**src/rtl/io_tx_buffer.sv**
```systemverilog
// io_tx_buffer: captures CPU byte writes to the UART and stop ports, queues them in a
// first-word fall-through FIFO drained over valid/ready, and sequences the 0x00 stop terminator.
module io_tx_buffer #(
  parameter int DEPTH_LOG2  = 4,
  parameter int FULL_MARGIN = 4
) (
  input  logic                clk_in,
  input  logic                rst_in,
  input  logic                rdy_in,
  input  logic [31:0]         mem_a,
  input  logic [7:0]          mem_dout,
  input  logic                mem_wr,
  output logic                io_buffer_full,
  output logic [7:0]          tx_data,
  output logic                tx_valid,
  input  logic                tx_ready,
  output logic [DEPTH_LOG2:0] count,
  output logic                overflow,
  output logic                sim_done
);

  localparam int DEPTH        = 1 << DEPTH_LOG2;
  localparam int FULL_LEVEL_I = DEPTH - FULL_MARGIN;

  localparam logic [DEPTH_LOG2:0]   DEPTH_C    = DEPTH[DEPTH_LOG2:0];
  localparam logic [DEPTH_LOG2:0]   FULL_LEVEL = FULL_LEVEL_I[DEPTH_LOG2:0];
  localparam logic [DEPTH_LOG2:0]   CNT_ONE    = {{DEPTH_LOG2{1'b0}}, 1'b1};
  localparam logic [DEPTH_LOG2-1:0] PTR_ONE    = {{(DEPTH_LOG2-1){1'b0}}, 1'b1};

  typedef enum logic [1:0] {
    RUN   = 2'd0,
    DRAIN = 2'd1,
    DONE  = 2'd2
  } state_e;

  state_e                state_q;
  logic [7:0]            mem_q [DEPTH];
  logic [DEPTH_LOG2-1:0] wr_ptr_q;
  logic [DEPTH_LOG2-1:0] rd_ptr_q;
  logic [DEPTH_LOG2:0]   count_q;
  logic [DEPTH_LOG2:0]   count_d;
  logic                  full_q;
  logic                  overflow_q;
  logic                  done_q;
  logic                  term_pend_q;

  logic       io_hit;
  logic       data_wr;
  logic       stop_wr;
  logic       pop;
  logic       can_push;
  logic       push;
  logic       drop;
  logic [7:0] push_data;
  logic       unused_addr;

  assign io_hit   = rdy_in && mem_wr && (mem_a[17:16] == 2'b11);
  assign data_wr  = io_hit && !mem_a[2];
  assign stop_wr  = io_hit && mem_a[2];
  assign pop      = tx_valid && tx_ready;
  // A full FIFO can still take a byte when the head leaves in the same cycle.
  assign can_push = (count_q != DEPTH_C) || pop;

  assign unused_addr = ^{mem_a[31:18], mem_a[15:3], mem_a[1:0]};

  always_comb begin
    push      = 1'b0;
    push_data = 8'h00;
    drop      = 1'b0;
    case (state_q)
      RUN: begin
        if (data_wr && (mem_dout != 8'h00)) begin
          if (can_push) begin
            push      = 1'b1;
            push_data = mem_dout;
          end else begin
            drop = 1'b1;
          end
        end
      end
      DRAIN: begin
        if (term_pend_q && can_push) begin
          push = 1'b1;
        end
      end
      default: begin
      end
    endcase
  end

  always_comb begin
    count_d = count_q;
    if (push && !pop) begin
      count_d = count_q + CNT_ONE;
    end else if (pop && !push) begin
      count_d = count_q - CNT_ONE;
    end
  end

  always_ff @(posedge clk_in or posedge rst_in) begin
    if (rst_in) begin
      state_q     <= RUN;
      wr_ptr_q    <= '0;
      rd_ptr_q    <= '0;
      count_q     <= '0;
      full_q      <= 1'b0;
      overflow_q  <= 1'b0;
      done_q      <= 1'b0;
      term_pend_q <= 1'b0;
    end else begin
      if (push) begin
        wr_ptr_q <= wr_ptr_q + PTR_ONE;
      end
      if (pop) begin
        rd_ptr_q <= rd_ptr_q + PTR_ONE;
      end
      count_q <= count_d;
      full_q  <= (count_d >= FULL_LEVEL);
      if (drop) begin
        overflow_q <= 1'b1;
      end
      case (state_q)
        RUN: begin
          if (stop_wr) begin
            term_pend_q <= 1'b1;
            state_q     <= DRAIN;
          end
        end
        DRAIN: begin
          if (term_pend_q) begin
            if (can_push) begin
              term_pend_q <= 1'b0;
            end
          end else if ((count_q == '0) && !pop) begin
            state_q <= DONE;
            done_q  <= 1'b1;
          end
        end
        DONE: begin
        end
        default: begin
          state_q <= RUN;
        end
      endcase
    end
  end

  // Storage needs no reset: tx_data is masked whenever the FIFO is empty.
  always_ff @(posedge clk_in) begin
    if (push) begin
      mem_q[wr_ptr_q] <= push_data;
    end
  end

  assign tx_valid       = (count_q != '0);
  assign tx_data        = tx_valid ? mem_q[rd_ptr_q] : 8'h00;
  assign count          = count_q;
  assign io_buffer_full = full_q;
  assign overflow       = overflow_q;
  assign sim_done       = done_q;

endmodule
```
**config.mk**
```make
export PLATFORM = sky130hd
export DESIGN_NAME = io_tx_buffer
export DESIGN_NICKNAME = d
export VERILOG_FILES = /design/src/rtl/io_tx_buffer.sv
export SDC_FILE = /design/constraint.sdc
export NUM_CORES = 1
export LEC_CHECK = 0
export ABC_CLOCK_PERIOD_IN_PS = 2900
export CAP_MARGIN = 20
export CORE_ASPECT_RATIO = 1.2
export CORE_UTILIZATION = 55
export CTS_CLUSTER_SIZE = 25
export DETAILED_ROUTE_END_ITERATION = 6
export PLACE_DENSITY = 0.78
export SLEW_MARGIN = 10
export SYNTH_ARGS = -nofsm -noshare
export SYNTH_HDL_FRONTEND = slang
export SYNTH_SLANG_ARGS = --single-unit
```
**constraint.sdc**
```tcl
create_clock -name clk_in -period 2.9 [get_ports clk_in]
set_input_delay 0.58 -clock clk_in [delete_from_list [all_inputs] [get_ports clk_in]]
set_output_delay 0.58 -clock clk_in [all_outputs]
set_load 0.005 [all_outputs]
```
==> flow_metrics.env <==
export IMPL_dp_slack_ns=0.04444
export IMPL_fin_cells=546
export IMPL_dp_hpwl_um=7638
export IMPL_crit_buf_inv=4
export IMPL_crit_family="multiplexers"
export IMPL_rows=41
export IMPL_htree_num_levels=4
export IMPL_drt_wl_total_um=12920
export IMPL_grt_max_degree=21
export IMPL_switchingPower_mw=1.937
export IMPL_finalNetCount=457
export IMPL_critical_path_class="reg2out"
export IMPL_clk_insertion_delay_late_ns=0.41
export IMPL_antenna_found_initial=0
export IMPL_fin_crit_ns=2.998
export IMPL_grt_pass1_wl_um=19620
export IMPL_post_place_cells=495
export IMPL_crit_arrival_ns=2.42
export IMPL_initial_core_util=0.5735
export IMPL_ir_drop_uv=586.2
export IMPL_drc=2
export IMPL_rsz0062_at_grt="yes"
export IMPL_cp_end_kind="primary output"
export IMPL_layout_area_overhead_vs_synth_pct=24.86
export IMPL_cts_tree="yes"
export IMPL_report_final_hold_viol_count=0
export IMPL_routedWlPerCell_um=23.66
export IMPL_coreArea_mm2=0.01062
export IMPL_drive_gt1_frac=0.3381
export IMPL_portBuffers=32
export IMPL_avgSynthCellArea_um2=19.15
export IMPL_cts_sinks=147
export IMPL_crit_fanout=7
export IMPL_hold_path_class="reg2reg"
export IMPL_status="finished with violations"
export IMPL_holdBufCountCts=0
export IMPL_hold_path_end="overflow"
export IMPL_cts_clk_slew_worst_paths_ns=0.06
export IMPL_nFillCells=621
export IMPL_power_density_mw_per_mm2=962.8
export IMPL_critPathLaunchType="flip-flop"
export IMPL_async_flop_share=0.1293
export IMPL_reg2reg_from="count[0]"
export IMPL_n_antenna_cell=0
export IMPL_worstRegToRegCells=9
export IMPL_pwr_share_seq=0.362
export IMPL_grt_pass1_vias=3419
export IMPL_period_share=1.034
export IMPL_gp_congestion=0.7480
export IMPL_p_comb_frac=0.325
export IMPL_drt_iter0_drc=216
export IMPL_die_w_um=98.06
export IMPL_ys_seq_area_frac=0.7093
export IMPL_worst_slack_ns=-0.09754
export IMPL_r2r_end="io_buffer_full"
export IMPL_vias_per_cell=5.945
export IMPL_worst_pin_slew_ns=0.7604
export IMPL_path_cells="buf_6 > buf_12 > buf_8 > mux4_2 > mux4_2 > and2_4 > buf_6"
export IMPL_holdWs_ns=0.4866
export IMPL_finClkSkew_ns=0.007404
export IMPL_final_max_slew_viol_count=0
export IMPL_final_util=0.7160
export IMPL_setup_tns_ns=-0.6079
export IMPL_dr_pass1_iters=6
export IMPL_swShare=0.2646
export IMPL_io_pins=62
export IMPL_clock_path_buffers=2
export IMPL_clkPwrFrac=0.313
export IMPL_ant_nets=0
export IMPL_violations="DRC, setup timing"
export IMPL_leakagePower_nw=2.820
export IMPL_slowest_stage="mux4_2"
export IMPL_num_vias=3246
export IMPL_setup_viol=8
export IMPL_syn_inst=318
export IMPL_cp_required_ns=2.32
export IMPL_p_int_mw=5.383
export IMPL_fmax_mhz=333.6
export IMPL_total_power_mw=7.320
export IMPL_numCtsBuffers=17
export IMPL_synth_edf_count=128
export IMPL_syn_nets=371
export IMPL_cpPeakStageDelay_ns=0.50
export IMPL_rrSetupSlack_ns=0.26
export IMPL_dominantRegCellSynth="edfxtp_1"
export IMPL_syn_area_mm2=0.006090
export IMPL_relSlewSlack=0.4925
export IMPL_grt_usage=0.2455
export IMPL_grt_overflow=0
export IMPL_hp_start="overflow"
export IMPL_holdPathStages=1
export IMPL_placed_cell_area_mm2=0.006749
export IMPL_max_cap_violations=0
export IMPL_dieHeight_um=117.3
export IMPL_cts_root_buf="clkbuf_16"
export IMPL_ys_ff_latch=147
export IMPL_ys_types=38
export IMPL_design_area_mm2=0.007604
export IMPL_yosys_warnings=0
export IMPL_die_area_mm2=0.01150
-- worst max-delay path by stage --
stage | start | endpoint | cells past startpoint
2_1_floorplan | mem_a[2] | mem_q[0][0] | 7
3_3_place_gp | rd_ptr_q[0] | tx_data[3] | 5
3_5_place_dp | mem_a[2] | mem_q[11][7] | 7
4_1_cts | rd_ptr_q[0] | tx_data[7] | 8
5_1_grt | rd_ptr_q[0] | tx_data[5] | 7
6_report | rd_ptr_q[0] | tx_data[4] | 7
-- layout by cell type (no fill, tap or decap), types with 6 or more instances in the layout --
master,n
mux4_2,40
nor2_1,14
clkbuf_16,17
dfrtp_1,17
buf_6,13
clkinv_1,7
nand2_1,13
edfxtp_1,128
xnor2_1,8
ha_1,7
buf_4,36
nor3_1,6
clkdlybuf4s50_1,24
and2_1,12
inv_1,7
-- cell usage after synthesis, types with 2 or more instances --
master | instances | area, um2
nor3b_1 | 2 | 15.01
dfrtp_1 | 19 | 475.5
nand2_1 | 13 | 48.80
nor4_1 | 2 | 12.51
nand2b_1 | 2 | 12.51
a21o_1 | 3 | 22.52
edfxtp_1 | 128 | 3844
ha_1 | 8 | 100.1
xnor2_1 | 8 | 70.07
nor2_1 | 14 | 52.55
inv_1 | 7 | 26.28
nor3_1 | 6 | 30.03
xor2_1 | 2 | 17.52
mux4_2 | 40 | 900.9
nand2_2 | 2 | 12.51
buf_6 | 5 | 56.30
buf_1 | 6 | 22.52
buf_4 | 2 | 15.01
nand4_1 | 4 | 25.02
clkbuf_1 | 4 | 15.01
nor4_2 | 2 | 25.02
and2_1 | 17 | 106.4
maj3_1 | 2 | 20.02
mux2i_1 | 3 | 30.03
o21ai_0 | 4 | 20.02
-- registers in the layout, summed over array words and instances, names as in the netlist --
register and cells:
state_q 2, term_pend_q 1, count 5, overflow 1, wr_ptr_q 4, mem_q 128
sim_done 1, io_buffer_full 1, rd_ptr_q 4
-- power groups by stage --
stage	combinational, mW	clock [mW]	sequential (mW)
4_1_cts	2.33	2.31	2.63
3_3_place_gp	1.92	0	2.66
6_report	2.38	2.29	2.65
2_1_floorplan	1.36	0	2.57
5_1_grt	2.56	2.40	2.67
3_5_place_dp	1.97	0	2.67
-- cell type report --
cell class | count | area [um2] | share of cell area
clock buffers | 17 | 425.4 | 0.05595
clock inverters | 15 | 193.9 | 0.02551
inverters | 7 | 26.28 | 0.003456
multi-input cells | 148 | 1660 | 0.2184
flip-flops and latches | 147 | 4322 | 0.5684
well taps | 129 | 161.4 | 0.02123
repair buffers | 83 | 814.5 | 0.1071
-- cells by family after synthesis --
group / Yosys count / synth area share
compound gates: 12 / 0.01335
xor+xnor: 11 / 0.01706
fa+ha+maj: 10 / 0.01973
buf+inv: 24 / 0.02219
flops: 147 / 0.7093
mux: 43 / 0.1529
simple gates: 71 / 0.06554
-- layer usage --
metal | track usage | part of all wire
met3 | 0.05404 | 0.055
met5 | 0 | 0
met2 | 0.4465 | 0.55
met4 | 0.1131 | 0.021
met1 | 0.2804 | 0.37
-- repair_timing --
item	CTS	global route
gates cloned	2	1
setup endpoints to repair	8	9
hold endpoints to repair	0	0
resized for setup	47	8
setup buffers	13	4
pin swaps	5	3
Note: power is estimated with default switching activity, not from simulation.
==> RTL edit 1, RTL diff (config.mk and constraints unchanged) <==
Re-encode `state_e` (3 states) as one-hot, 3 bits wide.
--- a/src/rtl/io_tx_buffer.sv
+++ b/src/rtl/io_tx_buffer.sv
@@ -27,10 +27,10 @@
   localparam logic [DEPTH_LOG2:0]   CNT_ONE    = {{DEPTH_LOG2{1'b0}}, 1'b1};
   localparam logic [DEPTH_LOG2-1:0] PTR_ONE    = {{(DEPTH_LOG2-1){1'b0}}, 1'b1};
 
-  typedef enum logic [1:0] {
-    RUN   = 2'd0,
-    DRAIN = 2'd1,
-    DONE  = 2'd2
+  typedef enum logic [2:0] {
+    RUN   = 3'b001,
+    DRAIN = 3'b010,
+    DONE  = 3'b100
   } state_e;
 
   state_e                state_q;
Behaviour: same outputs for any inputs over 4 cycles, from zero or initial values and one cycle with rst_in high; so few cycles prove little.
==> RTL edit 1 against the original RTL <==
- the run still ends with DRC, setup timing left
- sequential cell count increased by 1
- synthesized area increased by 0.97%
- power about the same
- first-iteration DRC count decreased by 35%
- via count increased by 3.5%
- clock power decreased by 6%
- critical path depth unchanged
- wire length increased by 4.6%
- hold slack got worse by 0.020 ns
- setup slack got worse by 0.038 ns
- cell area increased by 2.0%
- die area increased by 0.95%
- cell count increased by 1.3%
- largest cell class unchanged
==> RTL edit 1: results (changes against the original RTL) <==
* Status: complete, but fails checks
* Failing checks: DRC, setup timing
* Reg-to-reg endpoint: mem_q[6][5]
* Final setup viols at 8 (unchanged)
* Number of global-route vias before repair at 3577 (+4.6%)
* Inst Count DP at 507 (+2.4%)
* Layout Nets at 464 (+1.5%)
* DRT Wirelength at 13.52 mm (+4.6%)
* 1st-pass router iterations at 7 (+1)
* Worst vdd ir at 574.1 µV (-2.1%)
* Multiplexer area fraction after synthesis at 15.14% (-0.15 points)
* Synth top cells by count: edfxtp_1 (128), mux4_2 (40), and2_1 (26)
* Mean routed wirelength per cell at 24.44 µm (+3.3%)
* Largest net degree at the start of global routing at 30 (+43%)
* Ranking of synthesized cells by area: edfxtp_1 (63%), mux4_2 (15%), dfrtp_1 (7.7%)
* DRC violations left at 2 (unchanged)
* FF-to-FF setup slack at 0.15 ns (-0.11 ns)
* Worst R2R Start: state_q[0]
* Post-place instance area at 6952 µm² (+3.0%)
* Slew headroom at 46.58% (-2.7 points)
* Adder-Cell Fraction of Synth Area at 1.791% (-0.18 points)
* Post-DP HPWL at 8.139 mm (+6.6%)
* Clock Skew at 0.006671 ns (-0.0007330 ns)
* XOR/XNOR Fraction of Synth Area at 1.709% (+0.0040 points)
* P_leak at 2.815 nW (-0.19%)
* R2R cell count at 6 (-3)
* Filler Cells Inserted at 637 (+2.6%)
* Setup WS post-layout at -0.1351 ns (-0.03756 ns)
## RTL edit 1: worst max path at each step
stage | start | end | slack [ns] | cells after the start
floorplan | state_q[0] | mem_q[4][0] | 0.09 | 7
global placement | mem_a[16] | mem_q[6][4] | -0.11 | 7
detailed placement | mem_a[16] | mem_q[7][4] | -0.16 | 7
CTS | rd_ptr_q[0] | tx_data[4] | -0.16 | 7
global route | rd_ptr_q[0] | tx_data[4] | -0.22 | 7
finish | rd_ptr_q[0] | tx_data[4] | -0.14 | 7
## RTL edit 1: per-layer routing
| layer | vias to the layer above | routed length (µm) | global-route usage, % |
|---|---|---|---|
| met5 | - | 0 | 0 |
| met3 | 28 | 867 | 7.245 |
| met4 | 0 | 404 | 12.50 |
| li1 | 1470 | - | - |
| met2 | 120 | 7322 | 44.32 |
| met1 | 1743 | 4924 | 28.74 |
## RTL edit 1: kinds of logic (layout without fill, tap and decap cells)
kind of cell             count (synthesis)  count (layout)
flip-flops                             148             148
AND/OR/NAND/NOR                         71              71
AO/OA/AOI/OAI                           19              19
buffers and inverters                   22             122
multiplexers                            43              43
adder cells (fa/ha/maj)                  9               9
XOR/XNOR                                12              12
## RTL edit 1: metrics by stage
stage | utilization, % | worst slack, ns
2_1_floorplan | - | 0.09380
3_3_place_gp | 64.84 | -0.1095
3_5_place_dp | 64.84 | -0.1610
4_1_cts | 71.97 | -0.1594
5_1_grt | 72.31 | -0.2154
6_report | 72.31 | -0.1351
## RTL edit 1: layout make-up
class	count	area share, %
Timing Repair Buffer	83	11.56
Clock inverter	14	2.066
Multi-Input combinational cell	154	22.35
Inverter	7	0.3389
Tap cell	129	2.082
Clock buffer	18	5.536
Sequential cell	148	56.07
## RTL edit 1: critical path: stages (launching register included)
cell	delay, ns
dfrtp_2	0.44
buf_12	0.13
buf_12	0.13
buf_12	0.10
mux4_2	0.49
mux4_2	0.47
and2_1	0.15
buf_2	0.12
## RTL edit 1: report_power, final
group	switching, W	total, W	internal, W
logic	0.000974	0.00250	0.00153
registers	0.000208	0.00267	0.00247
clock network	0.000810	0.00215	0.00134
total	0.00199	0.00733	0.00533
## RTL edit 1: what timing repair did
item                       4_1_cts  5_1_grt
cloned                           2        0
hold endpoints to repair         0        0
setup endpoints to repair        9       12
pin swaps                        3        4
resized for setup               48        4
hold buffers                     0        0
buffers inserted                 8        6
==> RTL edit 2, RTL diff (same settings) <==
Without the edit above. Set the parameter `DEPTH_LOG2` to 3 (it was 4).
--- a/src/rtl/io_tx_buffer.sv
+++ b/src/rtl/io_tx_buffer.sv
@@ -1,7 +1,7 @@
 // io_tx_buffer: captures CPU byte writes to the UART and stop ports, queues them in a
 // first-word fall-through FIFO drained over valid/ready, and sequences the 0x00 stop terminator.
 module io_tx_buffer #(
-  parameter int DEPTH_LOG2  = 4,
+  parameter int DEPTH_LOG2  = 3,
   parameter int FULL_MARGIN = 4
 ) (
   input  logic                clk_in,
Ports: changed (resized count); port bits go from 62 to 61. No check against the original RTL was run, so the function may have changed too.
==> RTL edit 2 against the original RTL <==
- wire length is 50% lower
- synthesized cell count is 32% lower
- via count decreased by 37%
- sequential cell count decreased by 67
- synthesized area decreased by 43%
- setup slack better by 0.27 ns
- global-route usage fell by 2.2 points
- power is 51% lower
- sequential power is 41% lower
- cell area decreased by 44%
- critical path type unchanged
==> RTL edit 2: results (changes against the original RTL) <==
* Filler Cells Inserted at 424 (-32%)
* Ranking of synthesized cells by area: edfxtp_1 (55%), dfrtp_1 (12%), mux4_2 (10%)
* Clock-cell share at 4.627% (-3.5 points)
* Multi-Input Combinational at 122 (-18%)
* Met2 wire len at 3.455 mm (-52%)
* M1 WL at 2.711 mm (-44%)
* Setup WS post-layout at 0.1735 ns (+0.2710 ns)
* Status: completed
* Clock buffer cells at 10 (-7)
* Placer Congestion at 0.7707 (+3.0%)
* Met3 WL at 209 µm (-71%)
* 1st-pass router iterations at 4 (-2)
* Worst-skew pair later-pin latency at 0.34 ns (-0.07 ns)
* Detailed-route via count at 2050 (-37%)
* Mean routed wirelength per cell at 17.92 µm (-24%)
* Multi-input logic area at 1101 µm² (-34%)
* GRT Total Usage at 22.33% (-2.2 points)
* Met3 Use GR at 3.044% (-2.4 points)
* Clock Skew at 0.006499 ns (-0.0009048 ns)
* Syn nets at 269 (-27%)
* XOR/XNOR Fraction of Synth Area at 1.259% (-0.45 points)
* Multiplexer area fraction after synthesis at 12.98% (-2.3 points)
* First-pass GRT wire length at 10.34 mm (-47%)
* GR Util met2 at 38.25% (-6.4 points)
* Avg Inst Size Synth at 16.03 µm² (-16%)
* # H-tree levels at 3 (-1)
* Comb pwr share at 34.0% (+1.5 points)
* Max reg flops at 64 (-50%)
* Asr flop ratio synth at 20.00% (+7.1 points)
* Adder-Cell Fraction of Synth Area at 2.517% (+0.54 points)
* Post-CTS setup buffer count at 0 (-13)
* CP arrival at 2.15 ns (-0.27 ns)
* Inst Count DP at 344 (-31%)
* Slew of the pin with the lowest slew margin at 0.9089 ns (+0.1485 ns)
* Setup TNS at 0 ns (+0.6079 ns)
* Seq cells post-synth at 80 (-46%)
* Library cells used by synthesis at 37 (-2.6%)
* Post-CTS sizing at 2 (-96%)
* TritonCTS buffer count at 9 (-8)
* Layout Nets at 326 (-29%)
* Clock share of power at 22.4% (-8.9 points)
* Clock Pin Slew Worst Setup and Hold Paths at 0.08 ns (+0.02 ns)
* Post-Syn Instances at 217 (-32%)
* P_leak at 1.557 nW (-45%)
* Final Hold Fails at 0 (unchanged)
* Net Sw Frac at 30.36% (+3.9 points)
* Root Driver: clkbuf_8
* Sequential share of the synthesized area at 66.74% (-4.2 points)
* Number of global-route vias before repair at 2044 (-40%)
* Crit path largest cell delay at 0.53 ns (+0.03 ns)
* Non-CTS buffers at 54 (-35%)
* Post-DP HPWL at 4.385 mm (-43%)
* GR Util met1 at 28.71% (+0.67 points)
## RTL edit 2: cell types whose count changed after synthesis, moves of 5 or more
cell      unedited run  this run
nor4_1               2        10
mux2i_1              3         8
nand2_1             13         7
a21oi_1              1         7
and2_2               0         8
edfxtp_1           128        64
and2_1              17         0
mux4_2              40        16
xnor2_1              8         3
buf_6                5         0
## RTL edit 2: final timing paths
kind                              from             end  slack, ns  depth (start not counted)
max                        rd_ptr_q[0]      tx_data[4]       0.17                          5
min                           sim_done        sim_done       0.48                          1
max reg2reg                       flop  io_buffer_full       0.47                         12
min reg2reg                   sim_done        sim_done       0.48                          1
max in group asynchronous       rst_in     rd_ptr_q[1]       1.85                          2
min in group asynchronous       rst_in     wr_ptr_q[1]       0.61                          2
## RTL edit 2: cells by family (layout without fill, tap and decap cells)
kind of cell	count (synthesis)	after routing
and+or+nand+nor	66	66
adders and majority gates	7	7
buffers and inverters	15	77
xor gates and xnor gates	5	5
DFF	80	80
muxes	25	25
AOI/OAI and AO/OA	19	19
